### src/rtl/rs_scheduler.sv
// Reservation-station scheduler for one functional unit: tracks dependency masks,
// wakes entries on completion broadcasts and offers the lowest ready entry to the FU.
module rs_scheduler #(
  parameter  int RS_ENTRIES = 4,
  parameter  int NUM_FUS    = 4,
  parameter  int FU_ID      = 0,
  parameter  int PKT_W      = 64,
  localparam int SLOTS      = RS_ENTRIES * NUM_FUS,
  localparam int SLOT_W     = (SLOTS > 1) ? $clog2(SLOTS) : 1,
  localparam int IDX_W      = (RS_ENTRIES > 1) ? $clog2(RS_ENTRIES) : 1
) (
  input  logic              clk,
  input  logic              rst,
  input  logic              disp_valid,
  input  logic [PKT_W-1:0]  disp_pkt,
  input  logic [SLOTS-1:0]  dependency_mask,
  output logic [IDX_W-1:0]  rs_entry_idx,
  output logic              rs_full,
  input  logic              cmpl_valid,
  input  logic [SLOT_W-1:0] cmpl_slot,
  output logic              issue_valid,
  input  logic              issue_ready,
  output logic [PKT_W-1:0]  issue_pkt,
  output logic [SLOT_W-1:0] issue_slot,
  input  logic              flush
);

  localparam int BASE = FU_ID * RS_ENTRIES;

  typedef enum logic [1:0] {FREE, WAIT, READY, ISSUED} entry_state_e;

  entry_state_e           state_q [RS_ENTRIES];
  entry_state_e           state_d [RS_ENTRIES];
  logic [SLOTS-1:0]       mask_q  [RS_ENTRIES];
  logic [SLOTS-1:0]       mask_d  [RS_ENTRIES];
  logic [PKT_W-1:0]       pkt_q   [RS_ENTRIES];
  logic                   lock_q, lock_d;
  logic [IDX_W-1:0]       sel_q, sel_d;

  logic                   ready_any;
  logic [IDX_W-1:0]       ready_idx;
  logic [IDX_W-1:0]       sel_idx;
  logic                   alloc;
  logic                   accept;
  logic [SLOTS-1:0]       cmpl_bit;

  // Lowest FREE and lowest READY entries; descending loops leave the lowest match last.
  always_comb begin
    rs_full      = 1'b1;
    rs_entry_idx = '0;
    ready_any    = 1'b0;
    ready_idx    = '0;
    for (int i = RS_ENTRIES - 1; i >= 0; i--) begin
      if (state_q[i] == FREE) begin
        rs_full      = 1'b0;
        rs_entry_idx = IDX_W'(i);
      end
      if (state_q[i] == READY) begin
        ready_any = 1'b1;
        ready_idx = IDX_W'(i);
      end
    end
  end

  // A locked offer keeps its entry READY until accepted, so sel_q always names a valid packet.
  assign sel_idx     = lock_q ? sel_q : ready_idx;
  assign issue_valid = lock_q | ready_any;
  assign accept      = issue_valid & issue_ready;
  assign alloc       = disp_valid & ~rs_full;
  assign cmpl_bit    = cmpl_valid ? (SLOTS'(1) << cmpl_slot) : '0;
  assign issue_pkt   = issue_valid ? pkt_q[sel_idx] : '0;
  assign issue_slot  = SLOT_W'(BASE) + SLOT_W'(sel_idx);

  always_comb begin
    logic [SLOTS-1:0] new_mask;
    // NOTE: every combinational output gets a default before any branch, so no latch is inferred.
    state_d  = state_q;
    mask_d   = mask_q;
    lock_d   = 1'b0;
    sel_d    = sel_q;
    new_mask = '0;
    for (int i = 0; i < RS_ENTRIES; i++) begin
      unique case (state_q[i])
        FREE: begin
          if (alloc && rs_entry_idx == IDX_W'(i)) begin
            new_mask   = dependency_mask & ~(SLOTS'(1) << (BASE + i)) & ~cmpl_bit;
            mask_d[i]  = new_mask;
            state_d[i] = (new_mask != '0) ? WAIT : READY;
          end
        end
        WAIT: begin
          new_mask   = mask_q[i] & ~cmpl_bit;
          mask_d[i]  = new_mask;
          if (new_mask == '0) state_d[i] = READY;
        end
        READY: begin
          if (accept && sel_idx == IDX_W'(i)) state_d[i] = ISSUED;
        end
        ISSUED: begin
          if (cmpl_valid && cmpl_slot == SLOT_W'(BASE + i)) state_d[i] = FREE;
        end
        default: state_d[i] = FREE;
      endcase
    end
    if (issue_valid && !accept) begin
      lock_d = 1'b1;
      sel_d  = sel_idx;
    end
    if (flush) begin
      state_d = '{default: FREE};
      lock_d  = 1'b0;
    end
  end

  always_ff @(posedge clk) begin
    if (rst) begin
      state_q <= '{default: FREE};
      mask_q  <= '{default: '0};
      lock_q  <= 1'b0;
      sel_q   <= '0;
    end else begin
      state_q <= state_d;
      mask_q  <= mask_d;
      lock_q  <= lock_d;
      sel_q   <= sel_d;
    end
  end

  // NOTE: packet storage is deliberately not reset; it is only read from READY entries,
  // which were written on allocation, and issue_pkt is forced to zero otherwise.
  always_ff @(posedge clk) begin
    if (alloc) pkt_q[rs_entry_idx] <= disp_pkt;
  end

endmodule

### config.mk
export PLATFORM = sky130hd
export DESIGN_NAME = rs_scheduler
export DESIGN_NICKNAME = d
export VERILOG_FILES = /design/src/rtl/rs_scheduler.sv
export SDC_FILE = /design/constraint.sdc
export NUM_CORES = 1
export LEC_CHECK = 0
export BUFFER_PORTS_ARGS = -buffer_cell sky130_fd_sc_hd__buf_2
export CAP_MARGIN = 25
export CORE_UTILIZATION = 60
export DETAILED_ROUTE_END_ITERATION = 10
export PLACE_DENSITY = 0.82
export SLEW_MARGIN = 20
export SYNTH_ARGS = -nofsm -noshare
export SYNTH_HDL_FRONTEND = slang
export SYNTH_SLANG_ARGS = --single-unit
### constraint.sdc
create_clock -name clk -period 14.4 [get_ports clk]
set_input_delay 2.16 -clock clk [delete_from_list [all_inputs] [get_ports clk]]
set_output_delay 2.16 -clock clk [all_outputs]
set_load 0.03 [all_outputs]
==> flow_summary.json <==
{
  "viasPerCell": 6.22,
  "grt_pass1_wl_mm": 48.9,
  "report.final.slew_viol_count": 0,
  "hold_depth": 1,
  "routed_wl_mm": 31.6,
  "max_slew_margin_pct": 31.9,
  "drive_gt1_share_pct": 26.9,
  "finalNetCount": 1227,
  "end_kind": "output pin",
  "start_util_pct": 61.9,
  "final_common_cell": "edfxtp_1",
  "period_share_pct": 41.8,
  "cts_sinks": 331,
  "gr-total-overflow": 0,
  "post_cts_resized": 0,
  "vias": 9084,
  "post-route-drc-count": 0,
  "synth-edff-count": 256,
  "design.die.area_um2": 24200,
  "drtAntennaViolNets": 0,
  "worst_setup_path_start_kind": "register",
  "rr_worst_depth": 9,
  "rows": 55,
  "final_util_pct": 71.1,
  "yosys_warnings": 0,
  "cp_max_fo": 34,
  "io_pins": 162,
  "postCtsHoldBufs": 0,
  "preCtsSetupSlack_ns": 8.93,
  "rsz0062_at_grt": "no",
  "fin_ws_ns": 8.39,
  "h-tree-depth": 1,
  "core_um2": 22800,
  "finalSetupTns_ns": 0,
  "post-dp-hpwl_mm": 19.2,
  "routabilityCongestion": 0.918,
  "ys_types": 52,
  "final_cells": 1461,
  "grt_max_degree": 73,
  "worst_pin_slew_ns": 1.02,
  "die_width_um": 156,
  "portBuffers": 159,
  "place_area_um2": 15200,
  "antenna_found_initial": 2,
  "wl_per_cell_um": 21.6,
  "netlist_area_um2": 14100,
  "powerDensity_nw_per_um2": 122,
  "ff2ff_setup_slack_ns": 11.01,
  "clk_pin_slew_worst_paths_ns": 0.07,
  "max_freq_mhz": 166,
  "final_cell_mix": "edfxtp_1, buf_2, dfxtp_1",
  "place_inst": 1401,
  "fin_area_um2": 16200,
  "max-vdd-ir-drop_mv": 0.102,
  "async_reset_ff_share_pct": 0,
  "synth_flop_cell": "edfxtp_1",
  "synth_cells": 980,
  "finalHoldViolCount": 0,
  "path_class": "register to output pin",
  "leakage_nw": 5.82,
  "crit_required_ns": 12.24,
  "root_buffer": "clkbuf_16",
  "area_delta_synth_final_pct": 14.8,
  "fillers": 1538,
  "ys_seq_area_share_pct": 65.0,
  "first_pass_iters": 5,
  "layout_min_cycle_time_ns": 6.01,
  "status": "finished, final reports clean",
  "ys_ff_latch": 331,
  "track_usage_pct": 26.4,
  "clockBufferDepth": 3,
  "skew_ns": 0.0191,
  "maxCapViolations": 0,
  "cts_buffers": 31,
  "postCtsSetupBuffers": 0,
  "cts_tree": "yes",
  "insertion_delay_ns": 0.57,
  "grt_pass1_vias": 8741,
  "die_h_um": 156,
  "drtIter0Drc": 734,
  "hp-class": "register to register",
  "avgSynthCellArea_um2": 14.4,
  "worst-endpoint-arrival_ns": 3.85,
  "setup_viol": 0
}
==> per-layer routing <==
layer	share of wire, %	vias to the layer above	global-route usage [%]	wire, um
li1	-	4081	-	-
met1	41	4442	37.9	13000
met2	48	500	42.3	15000
met3	8.9	61	4.14	2810
met4	2.3	0	7.66	726
met5	0	-	0	0
==> cells by family after synthesis <==
group / synth area share (%)
buf+inv: 2.36
other cells: 0.0265
fa+ha+maj: 1.42
compound gates: 11.0
flops: 65.0
mux: 10.8
simple gates: 9.39
==> final timing paths <==
check	endpoint	from
setup / recovery	issue_pkt[46]	state_q[4]
hold / removal	mask_q[3]	mask_q[3]
setup reg to reg	mask_q[13]	state_q[4]
hold reg to reg	mask_q[3]	mask_q[3]
==> worst max-delay path: stages, from the launching register on <==
cell and delay [ns]:
dfxtp_1 0.39, inv_1 0.08, ha_1 0.25, or3_1 0.44
nor3_1 0.39, clkinv_1 0.80, buf_4 0.53, and2_1 0.20
buf_2 0.18
==> through the flow <==
step	power, W	hold slack [ns]
after floorplan	0.00114	0.447
after global placement	0.00118	0.460
after detailed placement	0.00119	0.465
after CTS	0.00200	0.474
after global routing	0.00205	0.480
final	0.00199	0.471
==> power breakdown <==
part	internal [W]	switching, W	leakage, nW	total, W
registers	0.00105	0.00000737	2.96	0.00106
logic	0.0000402	0.0000667	2.36	0.000107
clock network	0.000469	0.000348	0.502	0.000817
==> synthesized netlist by cell type (6+ instances only) <==
library cell	instances	area (um2)
a21oi_1	11	55.1
nand4_1	23	144
edfxtp_1	256	7690
clkbuf_1	49	184
inv_1	13	48.8
and2_1	72	450
mux4_2	64	1440
or4_1	8	60.1
a21o_1	59	443
nand3_1	6	30.0
buf_2	9	45.0
nor3_1	6	30.0
a22oi_1	51	383
mux2i_1	8	80.1
dfxtp_1	75	1500
a32oi_1	8	70.1
nand2b_1	6	37.5
nor2_1	75	282
nand2_1	29	109
o21ai_0	73	365
ha_1	16	200
==> flip-flops by register name (all words and copies together), names as in the netlist <==
signal   count
mask_q      64
sel_q        2
pkt_q      256
state_q      8
lock_q       1
==> area by class of cell <==
| class | instances | area, um2 | share of cell area [%] |
|---|---|---|---|
| clock inverter | 25 | 250 | 1.54 |
| sequential | 331 | 9190 | 56.6 |
| clock buffer | 33 | 783 | 4.82 |
| timing repair buffer | 174 | 908 | 5.59 |
| antenna | 2 | 5.00 | 0.0308 |
| tap | 313 | 392 | 2.41 |
| inverter | 13 | 48.8 | 0.300 |
| multi-input combinational | 570 | 4670 | 28.7 |
No activity file was read; power rests on OpenSTA's default activity.
